$ cat src/rtl/route_split_pkg.sv
// Shared definitions for the two-channel pulse router pair (transmit and receive sides).
package route_split_pkg;

    typedef enum logic {
        HUNT = 1'b0,
        RUN  = 1'b1
    } state_t;

    localparam int DEF_FRAME_LEN = 8;
    localparam int DEF_A_SLOTS   = 4;
    localparam int DEF_CNT_W     = 4;

    // Width of a slot index able to hold 0..n-1 (never less than one bit).
    function automatic int slot_w(input int n);
        int w;
        w = 1;
        while ((1 << w) < n) w++;
        return w;
    endfunction

endpackage

$ cat src/rtl/route_split_cnt.sv
// Per-channel saturating pulse accumulator; slot 0 restarts the frame count.
module route_split_cnt
    import route_split_pkg::*;
#(
    parameter int CNT_W = DEF_CNT_W
) (
    input  logic             clk,
    input  logic             rstn,
    input  logic             load,
    input  logic             inc,
    output logic [CNT_W-1:0] cnt_nxt
);

    logic [CNT_W-1:0] acc;

    // Count stops at all-ones instead of wrapping.
    function automatic logic [CNT_W-1:0] sat_inc(input logic [CNT_W-1:0] v);
        return (&v) ? v : v + CNT_W'(1);
    endfunction

    // Next count: slot 0 loads this slot's pulse, other slots add it with saturation.
    always_comb begin
        cnt_nxt = acc;
        if (load)
            cnt_nxt = CNT_W'(inc);
        else if (inc)
            cnt_nxt = sat_inc(acc);
    end

    // Accumulator register; the next value is also exported so the frame total
    // can include the final slot's pulse without an extra cycle.
    always_ff @(posedge clk) begin
        if (!rstn)
            acc <= '0;
        else
            acc <= cnt_nxt;
    end

endmodule

$ cat src/rtl/route_split.sv
// Splits a slot-multiplexed pulse line back into channel A/B pulses with per-frame counts.
module route_split
    import route_split_pkg::*;
#(
    parameter int FRAME_LEN = DEF_FRAME_LEN,
    parameter int A_SLOTS   = DEF_A_SLOTS,
    parameter int CNT_W     = DEF_CNT_W
) (
    input  logic             TI,
    input  logic             RSTN,
    input  logic             SYNC,
    input  logic             ABI,
    output logic             AO,
    output logic             BO,
    output logic [CNT_W-1:0] ACNT,
    output logic [CNT_W-1:0] BCNT,
    output logic             CVALID,
    output logic             ERR
);

    localparam int SW = slot_w(FRAME_LEN);
    localparam logic [SW-1:0] A_IDX = SW'(A_SLOTS);
    localparam logic [SW-1:0] LAST  = SW'(FRAME_LEN - 1);

    state_t          state, state_n;
    logic [SW-1:0]   slot, slot_n;
    logic [SW-1:0]   cur_p0;
    logic            act_p0, last_p0, err_p0;
    logic            pa_p0, pb_p0, ld_p0;
    logic [CNT_W-1:0] a_nxt, b_nxt;
    logic            ao_p1, bo_p1, cv_p1, err_p1;
    logic [CNT_W-1:0] acnt_p1, bcnt_p1;

    // Framing FSM: decide which slot this cycle represents and whether it is processed.
    always_comb begin
        state_n = state;
        slot_n  = slot;
        cur_p0  = slot;
        act_p0  = 1'b0;
        err_p0  = 1'b0;
        case (state)
            HUNT: begin
                if (SYNC) begin
                    state_n = RUN;
                    act_p0  = 1'b1;
                    cur_p0  = '0;
                end
            end
            RUN: begin
                if (SYNC && slot != '0) begin
                    // early marker: drop the partial frame and restart at slot 0
                    err_p0 = 1'b1;
                    act_p0 = 1'b1;
                    cur_p0 = '0;
                end else if (!SYNC && slot == '0) begin
                    // marker absent at the wrap: lose lock, drop this slot
                    err_p0  = 1'b1;
                    state_n = HUNT;
                    slot_n  = '0;
                end else begin
                    act_p0 = 1'b1;
                end
            end
            default: begin
                state_n = HUNT;
                slot_n  = '0;
            end
        endcase
        if (act_p0)
            slot_n = (cur_p0 == LAST) ? '0 : cur_p0 + SW'(1);
    end

    // Stage p0: channel decode of the processed slot.
    assign pa_p0   = act_p0 & ABI & (cur_p0 <  A_IDX);
    assign pb_p0   = act_p0 & ABI & (cur_p0 >= A_IDX);
    assign ld_p0   = act_p0 & (cur_p0 == '0);
    assign last_p0 = act_p0 & (cur_p0 == LAST);

    route_split_cnt #(.CNT_W(CNT_W)) u_cnt_a (
        .clk     (TI),
        .rstn    (RSTN),
        .load    (ld_p0),
        .inc     (pa_p0),
        .cnt_nxt (a_nxt)
    );

    route_split_cnt #(.CNT_W(CNT_W)) u_cnt_b (
        .clk     (TI),
        .rstn    (RSTN),
        .load    (ld_p0),
        .inc     (pb_p0),
        .cnt_nxt (b_nxt)
    );

    // FSM state and slot counter registers.
    always_ff @(posedge TI) begin
        if (!RSTN) begin
            state <= HUNT;
            slot  <= '0;
        end else begin
            state <= state_n;
            slot  <= slot_n;
        end
    end

    // Stage p1: registered pulses, frame counts, strobes.
    always_ff @(posedge TI) begin
        if (!RSTN) begin
            ao_p1   <= 1'b0;
            bo_p1   <= 1'b0;
            cv_p1   <= 1'b0;
            err_p1  <= 1'b0;
            acnt_p1 <= '0;
            bcnt_p1 <= '0;
        end else begin
            ao_p1  <= pa_p0;
            bo_p1  <= pb_p0;
            cv_p1  <= last_p0;
            err_p1 <= err_p0;
            if (last_p0) begin
                acnt_p1 <= a_nxt;
                bcnt_p1 <= b_nxt;
            end
        end
    end

    assign AO     = ao_p1;
    assign BO     = bo_p1;
    assign CVALID = cv_p1;
    assign ERR    = err_p1;
    assign ACNT   = acnt_p1;
    assign BCNT   = bcnt_p1;

endmodule

$ cat config.mk
export PLATFORM = sky130hd
export DESIGN_NAME = route_split
export DESIGN_NICKNAME = d
export VERILOG_FILES = /design/src/rtl/route_split_pkg.sv /design/src/rtl/route_split_cnt.sv /design/src/rtl/route_split.sv
export SDC_FILE = /design/constraint.sdc
export NUM_CORES = 1
export LEC_CHECK = 0
export CAP_MARGIN = 20
export CORE_MARGIN = 2
export CORE_UTILIZATION = 40
export DETAILED_ROUTE_END_ITERATION = 12
export PLACE_DENSITY = 0.68
export SLEW_MARGIN = 15
export SYNTH_ARGS = -nofsm -noshare
export SYNTH_HDL_FRONTEND = slang
export SYNTH_SLANG_ARGS = --single-unit
$ cat constraint.sdc
create_clock -name TI -period 4.2 [get_ports TI]
set_input_delay 0.84 -clock TI [delete_from_list [all_inputs] [get_ports TI]]
set_output_delay 0.84 -clock TI [all_outputs]
set_load 0.03 [all_outputs]
==> impl_metrics.json, run 1 <==
{
  "share_of_yosys_cell_area_claimed_by_the_top_area_cell_type_pct": 42.9,
  "syn_inst": 124,
  "grt_setup_unrepaired": "false",
  "clkPwrFrac_pct": 36.3,
  "p_sw_share_pct": 23.9,
  "setup_violations": 0,
  "synth_warn": 0,
  "met3RoutedLength_um": 72,
  "synth-seq-cells": 24,
  "fp.dieH_um": 56.9,
  "insertedDiodeCount": 0,
  "post_route_cells_drive_above_1_share_pct": 8.63,
  "synth.largest_area_cell": "dfxtp_1",
  "seq_total_area_yosys_pct": 42.9,
  "power.density_cell_area_nw_per_um2": 347,
  "fin_util_pct": 49.5,
  "critical_path.max_stage_delay_ns": 0.56,
  "grt.total_usage_pct": 15.1,
  "placementRows": 19,
  "final.setup.tns_ns": 0,
  "synth.distinct_cells": 39,
  "port_buffers": 15,
  "vias": 912,
  "avgSynthCellArea_um2": 9.04,
  "drtAntennaViolNets": 0,
  "switchingPower_uw": 111,
  "synth-edff-count": 0,
  "timing.critical_path.required_ns": 4.47,
  "route.top_layer_used": "met4",
  "worst_setup_hold_path_clk_slew_ns": 0.13,
  "first_global_vias": 891,
  "final.fill_count": 264,
  "placed_cells": 166,
  "synth.cell_area_um2": 1120,
  "layout.cells.non_filler": 170,
  "layout.cells.most_common": "dfxtp_1",
  "outcome": "completed",
  "first_iter_violations": 24,
  "globalRouteOverflowTotal": 0,
  "detailroute.wirelength.met2_um": 1080,
  "post-route-min-period_ns": 2.81,
  "die_area_um2": 3240,
  "p_seq_share_pct": 51.5,
  "timing.setup.critical_path_class": "primary input to flip-flop",
  "layout.cells.most_common_list": "dfxtp_1 (24), clkdlybuf4s50_1 (15), nor2_1 (13), nand2_1 (13), and2_1 (8)",
  "min_path_type": "flip-flop to flip-flop",
  "clkLatencyLatePin_ns": 0.32,
  "wire_per_inst_um": 13.2,
  "clkSinkCount": 24,
  "grt_antenna_before_repair": 0,
  "fin_hold_ws_ns": 0.457,
  "worstPathCellList": "clkdlybuf4s50_1 > inv_2 > nor2_1 > a21oi_1 > and2_1 > ha_1 > ha_1 > a21boi_1 > a22o_1",
  "critical-path-slowest-cell": "clkdlybuf4s50_1",
  "initial_core_utilization_pct": 41.4,
  "pin_count_of_the_biggest_net_entering_global_routing": 16,
  "measured_slew_at_the_worst_slew_check_pin_ns": 0.612,
  "max-slew-margin-rel_pct": 59.1,
  "achievable-frequency_ghz": 0.356,
  "grt_first_pass_wirelength_um": 3860,
  "power.combinational.fraction_pct": 12.1,
  "detail_route.wirelength.met1_um": 1080,
  "finalInstanceArea_um2": 1340,
  "max_cap_viol_count": 0,
  "power_leakage_uw": 0.000568,
  "dp_hpwl_um": 1650,
  "p_int_uw": 354,
  "critical_path.most_common_cell": "ha_1",
  "post_synth_main_area_contributors": "dfxtp_1 (43%), ha_1 (6.7%), and2_1 (4.5%), nand2_1 (4.4%), nor2_1 (4.4%)",
  "synth_ff_type": "dfxtp_1",
  "critical_path_peak_fanout": 8,
  "i_o_pin_count": 16,
  "vias_per_cell": 5.36,
  "cts_bufs_inserted": 3,
  "final_net_count": 150,
  "endpoint_kind": "flip-flop",
  "postCtsSetupBuffers": 0,
  "critical_path_arrival_ns": 3.08,
  "startpoint_type": "primary input",
  "clk_root_buffer_cell": "clkbuf_4",
  "firstDrtPassIters": 6,
  "cts_hold_buffers": 0,
  "drc": 0,
  "mappedNetlistNets": 134,
  "synth-async-reset-ratio_pct": 0,
  "core_area_um2": 2710,
  "globalplace.congestion": 0.755,
  "cts_resized": 0,
  "final.period_utilization_pct": 66.9,
  "hold_viol_final": 0,
  "cts_tree": "built",
  "detailed_place.area_um2": 1290,
  "finalMaxSlewViolations": 0,
  "ctsLongestPathBuffers": 2,
  "die-width_um": 56.9,
  "wl_um": 2250,
  "fin_skew_ns": 0.00428,
  "area_growth_syn_to_layout_pct": 19.6,
  "ctsHtreeMaxLevel": 1,
  "ir_worst_vdd_uv": 234
}
## logic make-up (layout without fill, tap and decap cells)
group | count (synthesis) | after routing | synth area share (%)
XOR/XNOR | 1 | 1 | 0.781
flip-flops | 24 | 24 | 42.9
adder cells (fa/ha/maj) | 6 | 6 | 6.70
AO/OA/AOI/OAI | 26 | 26 | 16.5
AND/OR/NAND/NOR | 56 | 56 | 26.7
buffers and inverters | 7 | 22 | 2.90
multiplexers | 4 | 4 | 3.57
## registers in the layout, summed over array words and instances, names as in the netlist
register	flops
ACNT	4
AO	1
BCNT	4
BO	1
CVALID	1
ERR	1
slot	3
state	1
u_cnt_a.acc	4
u_cnt_b.acc	4
## final timing paths
kind,from,endpoint,slack [ns],depth (start not counted)
max reg2reg,slot[1],ACNT[1],1.86,9
min,BCNT[0],BCNT[0],0.46,2
min reg2reg,BCNT[0],BCNT[0],0.46,2
max,SYNC,ACNT[0],1.39,9
## through the flow
stage / total power, uW / setup WS, ns
finish: 465 / 1.39
global route: 490 / 1.19
CTS: 469 / 1.41
detailed placement: 301 / 1.06
global placement: 300 / 1.10
floorplan: 286 / 1.91
## area by class of cell
| cell class | instances | area (um^2) | share of cell area [%] |
|---|---|---|---|
| repair buffers | 15 | 150 | 11.2 |
| inverters | 3 | 11.3 | 0.840 |
| clock inverters | 1 | 30.0 | 2.24 |
| well taps | 31 | 38.8 | 2.89 |
| flip-flops and latches | 24 | 480 | 35.8 |
| multi-input cells | 93 | 608 | 45.3 |
| clock buffers | 3 | 22.5 | 1.68 |
## power by group through the flow
| stage | registers (uW) | logic, uW | clock network [uW] |
|---|---|---|---|
| after floorplan | 244 | 41.9 | 0 |
| after global placement | 244 | 55.1 | 0 |
| after detailed placement | 245 | 56.1 | 0 |
| after CTS | 240 | 56.5 | 173 |
| after global routing | 241 | 64.2 | 185 |
| final | 240 | 56.5 | 169 |
## layer usage
layer / GRT usage (%) / vias up
met5: 0 / -
met4: 6.98 / 0
met3: 2.04 / 2
met2: 25.9 / 17
met1: 18.6 / 423
li1: - / 470
## worst max-delay path, delay by kind of cell
family,cells,cell delay (ns)
fa+ha+maj,2,0.40
simple gates,2,0.37
compound gates,3,0.80
buf+inv,2,0.66
## Yosys cell counts, types with 2 or more instances
| cell type | n |
|---|---|
| o21ai_0 | 3 |
| a21oi_1 | 4 |
| nand3_1 | 3 |
| dfxtp_1 | 24 |
| nand2_1 | 13 |
| mux2i_1 | 4 |
| o21ai_1 | 4 |
| inv_1 | 2 |
| a31oi_1 | 3 |
| a32o_1 | 3 |
| nand2b_1 | 4 |
| nor2_1 | 13 |
| and3_1 | 5 |
| ha_1 | 6 |
| buf_2 | 2 |
| and2_1 | 8 |
Power figures use the tool's default switching activity.
==> run 2, diff against run 1 <==
- PLACE_DENSITY: 0.68 -> 0.7
- clock period: 4.2 -> 2.35 ns (I/O delays scaled with it)
==> run 2 against run 1 <==
Effect of this change:
- flip-flop and latch count is the same
- cell count rose by 5.9%
- sequential share of layout area down 1.8 points
- highest routed layer unchanged
- utilization grew 2.7 points
- clock power rose by 30%
- non-clock buffer count grew 10
- die area stayed put
- largest power group unchanged
- total power rose by 66%
- sequential power up 79%
- combinational power increased by 120%
- via count is 4.1% higher
==> impl_metrics.json, run 2 (same netlist as run 1, synthesis figures left out) <==
{
  "clkLatencyLatePin_ns": 0.31,
  "area_growth_syn_to_layout_pct": 26.1,
  "drc": 0,
  "final_net_count": 160,
  "worst_setup_hold_path_clk_slew_ns": 0.13,
  "die_area_um2": 3240,
  "reg2reg_from": "slot[1]",
  "grt_antenna_before_repair": 0,
  "wire_per_inst_um": 13.2,
  "ctsLongestPathBuffers": 2,
  "hold_path_end": "ACNT[1]",
  "vias": 949,
  "clk_root_buffer_cell": "clkbuf_4",
  "grt_setup_unrepaired": "false",
  "p_sw_share_pct": 26.1,
  "grt_first_pass_wirelength_um": 3790,
  "ctsHtreeMaxLevel": 1,
  "regToRegSetupSlack_ns": 0.16,
  "i_o_pin_count": 16,
  "power.density_cell_area_nw_per_um2": 547,
  "firstDrtPassIters": 4,
  "outcome": "completed",
  "fin_hold_ws_ns": 0.456,
  "fin_skew_ns": 0.00155,
  "measured_slew_at_the_worst_slew_check_pin_ns": 0.517,
  "globalRouteOverflowTotal": 0,
  "max-slew-margin-rel_pct": 65.5,
  "critical_path_arrival_ns": 2.43,
  "final.period_utilization_pct": 93.0,
  "achievable-frequency_ghz": 0.457,
  "cts_tree": "built",
  "cts_bufs_inserted": 3,
  "die-width_um": 56.9,
  "hold_path.startpoint": "ACNT[1]",
  "globalplace.congestion": 0.941,
  "timing.setup.critical_path_class": "flip-flop to flip-flop",
  "first_global_vias": 893,
  "hold_viol_final": 0,
  "max_cap_viol_count": 0,
  "fin_util_pct": 52.2,
  "switchingPower_uw": 202,
  "placementRows": 19,
  "power_leakage_uw": 0.000602,
  "post_route_cells_drive_above_1_share_pct": 17.4,
  "initial_core_utilization_pct": 41.4,
  "power.combinational.fraction_pct": 16.1,
  "core_area_um2": 2710,
  "worstHoldPathCells": 2,
  "rr_endpoint": "BCNT[3]",
  "post-route-min-period_ns": 2.19,
  "ir_worst_vdd_uv": 314,
  "timing.critical_path.required_ns": 2.60,
  "clkSinkCount": 24,
  "postCtsSetupBuffers": 0,
  "port_buffers": 15,
  "first_iter_violations": 9,
  "min_path_type": "flip-flop to flip-flop",
  "fp.dieH_um": 56.9,
  "drtAntennaViolNets": 0,
  "vias_per_cell": 5.27,
  "clkPwrFrac_pct": 28.5,
  "grt.total_usage_pct": 14.6,
  "wl_um": 2370,
  "dp_hpwl_um": 1800,
  "critical_path_peak_fanout": 6,
  "layout.cells.most_common_list": "dfxtp_1 (24), clkdlybuf4s50_1 (15), nor2_1 (13), nand2_1 (13), buf_4 (10)",
  "layout.cells.most_common": "dfxtp_1",
  "finalMaxSlewViolations": 0,
  "pin_count_of_the_biggest_net_entering_global_routing": 16,
  "cts_hold_buffers": 0,
  "worst_r2r_path_depth": 9,
  "p_seq_share_pct": 55.4,
  "final.setup.tns_ns": 0,
  "startpoint_type": "flip-flop",
  "endpoint_kind": "flip-flop",
  "detailed_place.area_um2": 1360,
  "setup_violations": 0,
  "insertedDiodeCount": 0,
  "p_int_uw": 571,
  "finalInstanceArea_um2": 1410
}
[run 2: changes by cell type in the layout (fill, tap and decap cells not counted), sizes merged]
cell | previous run | this run
buf | 0 | 10
bufinv | 1 | 0
clkbuf | 3 | 4
[run 2: critical path, cell delays in order (launching register included)]
cell	delay [ns]
dfxtp_1	0.35
or3_1	0.40
ha_2	0.22
a21oi_2	0.15
and2_1	0.15
ha_1	0.15
ha_2	0.20
and3_4	0.22
nand2_1	0.11
o21ai_1	0.17
[run 2: power groups by stage]
stage	logic [uW]	clock network, uW	registers, uW
after global placement	119	0	437
after global routing	139	235	431
final	125	220	429
after floorplan	74.9	0	436
after detailed placement	123	0	437
after CTS	123	219	428
[run 2: worst max-delay path by stage]
stage	end	depth (start not counted)	slack, ns	startpoint
after floorplan	ACNT[1]	10	0.32	slot[1]
after global placement	ACNT[1]	9	-0.12	SYNC
after detailed placement	BCNT[3]	9	-0.23	SYNC
after CTS	BCNT[3]	9	0.04	slot[1]
after global routing	BCNT[3]	9	0.006	slot[1]
final	BCNT[3]	9	0.16	slot[1]
[run 2: layout make-up]
cell class | instances | area, um^2
clock buffers | 4 | 36.3
well taps | 31 | 38.8
repair buffers | 25 | 225
inverters | 3 | 11.3
flip-flops and latches | 24 | 480
fillers | 263 | 1300
multi-input cells | 93 | 622
[run 2: per-layer routing]
layer  wire length (um)  share of wire (%)  global-route usage [%]
met3                 50                2.1                    2.04
met5                  0                  0                       0
met1               1160                 49                    19.4
met4                 16               0.67                    2.99
met2               1140                 48                    25.3
[run 2: timing repair]
action / 4_1_cts / 5_1_grt
resized for setup: 1 / 4
endpoints found under the setup margin: 2 / 9
pin swaps: 0 / 0
[run 2: per-stage QoR]
stage	std cells	worst slack [ns]	power (uW)
2_1_floorplan	124	0.316	511
3_3_place_gp	176	-0.124	556
3_5_place_dp	176	-0.234	560
4_1_cts	180	0.0449	770
5_1_grt	180	0.00561	805
6_report	180	0.164	774
